<file path="src/rtl/ps2_pkg.sv">
// Shared PS/2 definitions: host-transmit FSM states, default line timing, command bytes.
package ps2_pkg;

   localparam int unsigned DATA_W             = 8;
   localparam int unsigned DEF_INHIBIT_CYCLES = 5000;
   localparam int unsigned DEF_REQ_CYCLES     = 250;
   localparam int unsigned DEF_TIMEOUT_CYCLES = 750000;

   localparam logic [DATA_W-1:0] CMD_SET_LED = 8'hED;
   localparam logic [DATA_W-1:0] CMD_RESET   = 8'hFF;
   localparam logic [DATA_W-1:0] CMD_ENABLE  = 8'hF4;
   localparam logic [DATA_W-1:0] RSP_ACK     = 8'hFA;

   typedef enum logic [2:0] {
      ST_IDLE,
      ST_INHIBIT,
      ST_REQ,
      ST_SHIFT,
      ST_ACK,
      ST_WAIT_IDLE
   } ps2_tx_state_e;

   // Byte latched at acceptance together with its precomputed odd parity bit
   typedef struct packed {
      logic              parity;
      logic [DATA_W-1:0] data;
   } ps2_tx_frame_t;

   function automatic logic odd_parity(input logic [DATA_W-1:0] d);
      return ~^d;
   endfunction

endpackage

</file>
<file path="src/rtl/ps2_line_sync.sv">
// Two-flop synchronizers for the PS/2 clock and data pins plus a clock falling-edge detector.
module ps2_line_sync (
   input  logic clk,
   input  logic rst_n,
   input  logic i_ps2_clk,
   input  logic i_ps2_dat,
   output logic o_clk_s,
   output logic o_dat_s,
   output logic o_clk_fall_c
);

   logic r_clk_meta;
   logic r_clk_s;
   logic r_clk_prev;
   logic r_dat_meta;
   logic r_dat_s;

   // Idle bus is high, so everything resets to 1 to avoid a false edge after reset
   always_ff @(posedge clk) begin
      if (!rst_n) begin
         r_clk_meta <= 1'b1;
         r_clk_s    <= 1'b1;
         r_clk_prev <= 1'b1;
         r_dat_meta <= 1'b1;
         r_dat_s    <= 1'b1;
      end else begin
         r_clk_meta <= i_ps2_clk;
         r_clk_s    <= r_clk_meta;
         r_clk_prev <= r_clk_s;
         r_dat_meta <= i_ps2_dat;
         r_dat_s    <= r_dat_meta;
      end
   end

   assign o_clk_s      = r_clk_s;
   assign o_dat_s      = r_dat_s;
   assign o_clk_fall_c = r_clk_prev & ~r_clk_s;

endmodule

</file>
<file path="src/rtl/ps2_host_tx.sv">
// PS/2 host-to-device command transmitter (inhibit, request-to-send, 11-bit frame, ack check).
// Optional device-clock watchdog in SHIFT/ACK/WAIT_IDLE enabled by defining PS2_TX_TIMEOUT_EN.
module ps2_host_tx
   import ps2_pkg::*;
#(
   parameter int unsigned INHIBIT_CYCLES = DEF_INHIBIT_CYCLES,
   parameter int unsigned REQ_CYCLES     = DEF_REQ_CYCLES,
   parameter int unsigned TIMEOUT_CYCLES = DEF_TIMEOUT_CYCLES
) (
   input  logic              CLOCK_50,
   input  logic              KEY0,
   input  logic              tx_valid,
   input  logic [DATA_W-1:0] tx_data,
   output logic              tx_ready,
   input  logic              ps2_clk_in,
   input  logic              ps2_dat_in,
   output logic              ps2_clk_oe,
   output logic              ps2_dat_oe,
   output logic              tx_busy,
   output logic              tx_done,
   output logic              tx_err
);

   localparam int unsigned CNT_MAX = (INHIBIT_CYCLES > REQ_CYCLES) ? INHIBIT_CYCLES : REQ_CYCLES;
   localparam int unsigned CNT_W   = $clog2(CNT_MAX + 1);
   localparam int unsigned BIT_W   = 4;

   ps2_tx_state_e r_state,  w_state_next;
   logic [CNT_W-1:0] r_cnt, w_cnt_next;
   logic [BIT_W-1:0] r_bit, w_bit_next;
   ps2_tx_frame_t r_frame,  w_frame_next;
   logic r_clk_oe, w_clk_oe_next;
   logic r_dat_oe, w_dat_oe_next;
   logic r_done,   w_done_next;
   logic r_err,    w_err_next;
   logic r_ready;
   logic r_busy;

   logic w_clk_s;
   logic w_dat_s;
   logic w_clk_fall;
   logic w_timeout;

   ps2_line_sync u_sync (
      .clk          (CLOCK_50),
      .rst_n        (KEY0),
      .i_ps2_clk    (ps2_clk_in),
      .i_ps2_dat    (ps2_dat_in),
      .o_clk_s      (w_clk_s),
      .o_dat_s      (w_dat_s),
      .o_clk_fall_c (w_clk_fall)
   );

`ifdef PS2_TX_TIMEOUT_EN
   localparam int unsigned TO_W = $clog2(TIMEOUT_CYCLES + 1);

   logic [TO_W-1:0] r_to_cnt;
   logic            w_to_active;

   assign w_to_active = (r_state == ST_SHIFT) || (r_state == ST_ACK) || (r_state == ST_WAIT_IDLE);

   // Counts cycles since the last device clock fall; held at zero outside the device-clocked states
   always_ff @(posedge CLOCK_50) begin
      if (!KEY0) begin
         r_to_cnt <= '0;
      end else if (!w_to_active || w_clk_fall) begin
         r_to_cnt <= '0;
      end else begin
         r_to_cnt <= r_to_cnt + TO_W'(1);
      end
   end

   assign w_timeout = w_to_active && !w_clk_fall && (r_to_cnt == TO_W'(TIMEOUT_CYCLES - 1));
`else
   // Never fires: without the watchdog the FSM waits for the device indefinitely
   assign w_timeout = 1'b0 && (TIMEOUT_CYCLES != 0);
`endif

   // State and registered outputs
   always_ff @(posedge CLOCK_50) begin
      if (!KEY0) begin
         r_state  <= ST_IDLE;
         r_cnt    <= '0;
         r_bit    <= '0;
         r_frame  <= '0;
         r_clk_oe <= 1'b0;
         r_dat_oe <= 1'b0;
         r_done   <= 1'b0;
         r_err    <= 1'b0;
         r_ready  <= 1'b1;
         r_busy   <= 1'b0;
      end else begin
         r_state  <= w_state_next;
         r_cnt    <= w_cnt_next;
         r_bit    <= w_bit_next;
         r_frame  <= w_frame_next;
         r_clk_oe <= w_clk_oe_next;
         r_dat_oe <= w_dat_oe_next;
         r_done   <= w_done_next;
         r_err    <= w_err_next;
         r_ready  <= (w_state_next == ST_IDLE);
         r_busy   <= (w_state_next != ST_IDLE);
      end
   end

   // Next-state and next-output logic
   always_comb begin
      w_state_next  = r_state;
      w_cnt_next    = r_cnt;
      w_bit_next    = r_bit;
      w_frame_next  = r_frame;
      w_clk_oe_next = r_clk_oe;
      w_dat_oe_next = r_dat_oe;
      w_done_next   = 1'b0;
      w_err_next    = 1'b0;

      case (r_state)
         ST_IDLE: begin
            w_clk_oe_next = 1'b0;
            w_dat_oe_next = 1'b0;
            w_cnt_next    = '0;
            w_bit_next    = '0;
            if (tx_valid && r_ready) begin
               w_frame_next.data   = tx_data;
               w_frame_next.parity = odd_parity(tx_data);
               w_clk_oe_next       = 1'b1;
               w_state_next        = ST_INHIBIT;
            end
         end

         ST_INHIBIT: begin
            if (r_cnt == CNT_W'(INHIBIT_CYCLES - 1)) begin
               w_cnt_next    = '0;
               w_dat_oe_next = 1'b1;
               w_state_next  = ST_REQ;
            end else begin
               w_cnt_next = r_cnt + CNT_W'(1);
            end
         end

         ST_REQ: begin
            if (r_cnt == CNT_W'(REQ_CYCLES - 1)) begin
               w_cnt_next    = '0;
               w_bit_next    = '0;
               w_clk_oe_next = 1'b0;
               w_state_next  = ST_SHIFT;
            end else begin
               w_cnt_next = r_cnt + CNT_W'(1);
            end
         end

         // r_bit counts falls already seen: 0..7 data, 8 parity, 9 stop
         ST_SHIFT: begin
            if (w_clk_fall) begin
               w_bit_next = r_bit + BIT_W'(1);
               if (r_bit < BIT_W'(8)) begin
                  w_dat_oe_next = ~r_frame.data[r_bit[2:0]];
               end else if (r_bit == BIT_W'(8)) begin
                  w_dat_oe_next = ~r_frame.parity;
               end else begin
                  w_dat_oe_next = 1'b0;
                  w_state_next  = ST_ACK;
               end
            end else if (w_timeout) begin
               w_clk_oe_next = 1'b0;
               w_dat_oe_next = 1'b0;
               w_err_next    = 1'b1;
               w_state_next  = ST_IDLE;
            end
         end

         ST_ACK: begin
            if (w_clk_fall) begin
               if (!w_dat_s) begin
                  w_state_next = ST_WAIT_IDLE;
               end else begin
                  w_err_next   = 1'b1;
                  w_state_next = ST_IDLE;
               end
            end else if (w_timeout) begin
               w_clk_oe_next = 1'b0;
               w_dat_oe_next = 1'b0;
               w_err_next    = 1'b1;
               w_state_next  = ST_IDLE;
            end
         end

         ST_WAIT_IDLE: begin
            if (w_clk_s && w_dat_s) begin
               w_done_next  = 1'b1;
               w_state_next = ST_IDLE;
            end else if (w_timeout) begin
               w_clk_oe_next = 1'b0;
               w_dat_oe_next = 1'b0;
               w_err_next    = 1'b1;
               w_state_next  = ST_IDLE;
            end
         end

         default: begin
            w_clk_oe_next = 1'b0;
            w_dat_oe_next = 1'b0;
            w_state_next  = ST_IDLE;
         end
      endcase
   end

   assign tx_ready   = r_ready;
   assign tx_busy    = r_busy;
   assign tx_done    = r_done;
   assign tx_err     = r_err;
   assign ps2_clk_oe = r_clk_oe;
   assign ps2_dat_oe = r_dat_oe;

endmodule
</file>
<file path="config.mk">
export PLATFORM = sky130hd
export DESIGN_NAME = ps2_host_tx
export DESIGN_NICKNAME = d
export VERILOG_FILES = /design/src/rtl/ps2_pkg.sv /design/src/rtl/ps2_line_sync.sv /design/src/rtl/ps2_host_tx.sv
export SDC_FILE = /design/constraint.sdc
export NUM_CORES = 1
export LEC_CHECK = 0
export BUFFER_PORTS_ARGS = -buffer_cell sky130_fd_sc_hd__buf_2
export CAP_MARGIN = 0
export CELL_PAD_IN_SITES_DETAIL_PLACEMENT = 0
export CELL_PAD_IN_SITES_GLOBAL_PLACEMENT = 1
export CORE_ASPECT_RATIO = 0.75
export CORE_UTILIZATION = 40
export CTS_BUF_LIST = sky130_fd_sc_hd__clkbuf_8
export DETAILED_ROUTE_END_ITERATION = 8
export PLACE_DENSITY_LB_ADDON = 0.1
export SLEW_MARGIN = 15
export SYNTH_ARGS = -nofsm -noshare
export SYNTH_HDL_FRONTEND = slang
export SYNTH_HIERARCHICAL = 1
export SYNTH_SLANG_ARGS = --single-unit
</file>
<file path="constraint.sdc">
create_clock -name CLOCK_50 -period 2.7 [get_ports CLOCK_50]
set_clock_uncertainty 0.05 [all_clocks]
set_input_delay 0.54 -clock CLOCK_50 [delete_from_list [all_inputs] [get_ports CLOCK_50]]
set_output_delay 0.54 -clock CLOCK_50 [all_outputs]
set_load 0.01 [all_outputs]
</file>
After elaboration in Yosys (flattened, before gate mapping)
Cells that the tools add are included.

Register bits: 40. Input bits: 13. Output and inout bits: 6. Logic and storage cells: 81.

Add/subtract/negate cells: 2. Order comparisons: 2. Equality and inequality tests: 11. Muxes and demuxes: 28. Bitwise operators: 6. Reductions and logical operators: 16.

Operators with widths (number): $pmux 13 s3 (1); $mux 3 (9); $mux 13 (2); $pmux 3 s6 (1); $add 13x1->13 const B (1); $eq 13x13->1 const B (1); $eq 13x8->1 const B (1); $pmux 4 s3 (1); $mux 1 (9); $reduce_and 3->1 (3); $reduce_bool 3->1 (3); $mux 4 (2); $reduce_xnor 8->1 (1); $eq 3x2->1 const B (2); $eq 3x3->1 const B (2); $logic_not 3->1 (2); $pmux 1 s3 (2); $reduce_and 2->1 (3); $not 1->1 (5); $add 4x1->4 const B (1); $eq 4x4->1 const B (1); $lt 3x4->1 const B (1); $lt 4x4->1 const B (1); $ne 2x2->1 const B (2); other kinds (7) (8).

Logic depth before layout (Yosys ltp)
Depth in word-level cells: 6. Depth in mapped cells: 7. Depth with buffers taken out: 7.

By module
The synthesis kept the hierarchy.

By module, submodules not included: ps2_host_tx (times used 1, cells each 231, area an instance 1903.1 um2); ps2_line_sync (times used 1, cells each 11, area an instance 137.6 um2).

Least setup slack after synthesis
OpenSTA, ideal clock, no wires.

Path kind: reg2reg. Start: register r_cnt[0]. End: register r_cnt[11]. Library setup time: 0.127 ns. Data arrival time: 1.797 ns. Setup slack: 0.726 ns. Cell stages (with the launch flop): 7. Clock period less this slack: 1.974 ns. Cells stage by stage: dfxtp_1 ha_1 or4b_2 nor3_4 o32ai_2 a41oi_1 a31oi_1.

Longest elaborated chain between the ends: 3. Elaborated cells between the ends (all ways): 6.

Ends and longest elaborated chain: from (decl) (line ps2_host_tx.sv:29) `logic [CNT_W-1:0] r_cnt, w_cnt_next;`; from (signal assigned) (line ps2_host_tx.sv:94) `r_cnt <= w_cnt_next;`; $add 13x1->13 (tied with other cells) (line ps2_host_tx.sv:137, ps2_host_tx.sv:148); $mux 13 (on tied branches) (line ps2_host_tx.sv:142, ps2_host_tx.sv:132); $pmux 13 s3 * (line ps2_host_tx.sv:117) `case (r_state)`.

Every way passes the cells marked *; elsewhere a longest branch is shown, timed or not. A chain may end at the register's enable or synchronous reset.

Worst setup path in the final report
Ends and elaborated chain as after synthesis.

==> impl_metrics.tcl <==
set metrics [dict create \
    n_fill_cell 527 \
    num_vias 1716 \
    cts.sinks 40 \
    hpwl_um 3192 \
    arrival_ns 2.26 \
    areaGrowthSynthToFinish_pct 12.51 \
    fin_nets 280 \
    period_share_pct 79.17 \
    synth_area_um2 2041 \
    synth_edf_count 0 \
    synth_top_area_share_pct 39.24 \
    cpPeakStageDelay_ns 0.63 \
    required_ns 2.82 \
    worst-path-buf-inv 0 \
    start_util_pct 41.65 \
    layout_common_cells "nand2_1 (43), dfxtp_1 (40), a21oi_1 (22)" \
    rsz0062_at_grt "false" \
    async_flop_share_pct 0 \
    synth-seq-cells 40 \
    final_cells 324 \
    setup_tns_ns 0 \
    ant_nets 0 \
    drt-initial-drc-count 92 \
    ff2ff_path_depth 6 \
    synthFlopType "dfxtp_1" \
    cts-buffers-inserted 5 \
    grt_antenna_before_repair 0 \
    synth_area_leaders "dfxtp_1 (39%), nand2_1 (7.9%), a21oi_1 (5.4%)" \
    crit_fanout 8 \
    synth-seq-area-share_pct 39.24 \
    synth_cell_types 46 \
    m1WireLength_um 2579 \
    tightest_slew_ns 0.6056 \
    viasPerCell 5.296 \
    regArea_um2 800.8 \
    min_period_ns 2.138 \
    drv_cap 0 \
    worst_setup_path_end_kind "flop" \
    dr.max_layer_used "met4" \
    antennaDiodeCount 0 \
    post_cts_buffers 0 \
    place_ws_ns 0.5821 \
    gp_routability_congestion 0.7637 \
    drv_slew 0 \
    leakage_nw 0.8496 \
    io_buffer_count 18 \
    hp-class "flop to flop" \
    synth_top_cell_by_area "dfxtp_1" \
    cts_tree "built" \
    crit_type "flop to flop" \
    multiInputGateArea_um2 1162 \
    avgSynthCellArea_um2 8.433 \
    cts_buffer_depth 2 \
    cts.htree.levels 2 \
    cts.repair.resized 0 \
    cts_hold_repair.buffers 0 \
    clock.fmax_mhz 467.8 \
    core-area_um2 4900 \
    slowest_stage "or4b_2" \
    mostFrequentLayoutCell "nand2_1" \
    utilization_pct 46.86 \
    violations "design-rule violations" \
    grt_overflow_total 0 \
    crit_chain "ha_1 -> or4b_2 -> nor3_4 -> o32ai_2 -> a41oi_1 -> a31oi_1" \
    drive_gt1_share_pct 17.05 \
    synthCells 242 \
    min_path_cells 1 \
    dieArea_um2 5394 \
    crit_cells 6 \
    dr_wl_met2_um 1668 \
    grt_pass1_wl_um 7900 \
    hold_viol 0 \
    die_width_um 84.48 \
    wl_per_cell_um 13.80 \
    run_status "complete, but fails checks" \
    layout_setup_ws_ns 0.5624 \
    dp_cells 316 \
    cp_top_family "simple AND/OR/NAND/NOR gates" \
    timing.slew.headroom_pct 59.63 \
    grt_pass1_vias 1635 \
    setup_viol 0 \
    cts_root_buffer "clkbuf_8" \
    yosysWarnings 6 \
    io_pins 19 \
    setup.worst_path.start_class "flop" \
    finalWirelength_um 4471 \
    insertion_delay_ns 0.29 \
    drc_errors 5 \
    rows 22 \
    dieHeight_um 63.86 \
    wl_met3_um 190 \
    clk_pin_slew_ns 0.08 \
    synth_nets 259 \
    vdd_drop_max_v 0.0001932 \
    dr.pass1.iters 6 \
    grt_max_degree 23 \
    p_per_area_nw_per_um2 510.2 \
    grt_use_total_pct 18.57 \
]
## cells in the mapped netlist (2+ instances only)
cell      count
dfxtp_1      40
nand3_1      14
ha_1          4
inv_1         8
a41oi_1       3
o21ai_0       9
mux2i_1       2
a211oi_1      2
a21oi_1      22
buf_2         2
or4b_2        2
mux4_2        2
clkbuf_1      6
nand2_1      43
nand2b_1     13
nor3b_1       2
xnor2_1      10
nand4b_1      2
nand3b_1      2
xor2_1        4
nor3_1        3
or4_4         2
and3_1        6
a31oi_1       7
nor2_1       11
## worst reg2reg max path, stage by stage (launching register included)
cell	delay, ns
dfxtp_1	0.41
ha_1	0.19
or4b_2	0.63
nor3_4	0.24
o32ai_2	0.20
a41oi_1	0.26
a31oi_1	0.05
## registers in the layout, summed over array words and instances, names as in the netlist, 3 cells and up
name	flops
r_bit	4
r_state	3
r_cnt	13
r_frame	9
## final timing paths
| check | slack (ns) | from | to |
|---|---|---|---|
| worst max register to register | 0.56 | r_cnt[0] | r_cnt[11] |
| worst max-delay path | 0.56 | r_cnt[0] | r_cnt[11] |
| worst min register to register | 0.37 | u_sync/r_dat_meta | u_sync/o_dat_s |
| worst min-delay path | 0.37 | u_sync/r_dat_meta | u_sync/o_dat_s |
## metrics by stage
stage | total power [mW] | hold WS, ns | area [um^2]
global placement | 0.7679 | 0.3534 | 2203
detailed placement | 0.7676 | 0.3511 | 2203
CTS | 1.187 | 0.3719 | 2296
floorplan | 0.7254 | 0.3363 | 2041
global route | 1.229 | 0.3818 | 2296
finish | 1.171 | 0.3656 | 2296
## where the power goes
group          leakage (nW)  internal, mW  switching [mW]  total, mW
Clock                0.0510         0.204           0.214      0.418
Sequential            0.326         0.611          0.0163      0.627
Combinational         0.473        0.0548          0.0711      0.126
Total                 0.850         0.870           0.301       1.17
## metal layers
layer	up-vias	GRT usage, %
li1	891	-
met1	783	28.42
met2	38	26.02
met3	4	3.876
met4	0	5.085
met5	-	0
## cell families (layout without fill, tap and decap cells)
kind of cell | Yosys count | after routing | synth area share [%]
DFF | 40 | 40 | 39.24
AOI/OAI and AO/OA | 53 | 53 | 16.31
adders and majority gates | 4 | 4 | 2.453
buffers and inverters | 18 | 40 | 3.801
xor gates and xnor gates | 14 | 14 | 6.008
and+or+nand+nor | 109 | 109 | 29.00
muxes | 4 | 4 | 3.188
## layout make-up
type	count	area share [%]
clock buffers	6	3.597
repair buffers	24	5.886
multi-input cells	184	50.63
clock inverters	2	0.4360
well taps	60	3.270
flip-flops and latches	40	34.88
inverters	8	1.308
(Power assumes the default switching activity.)
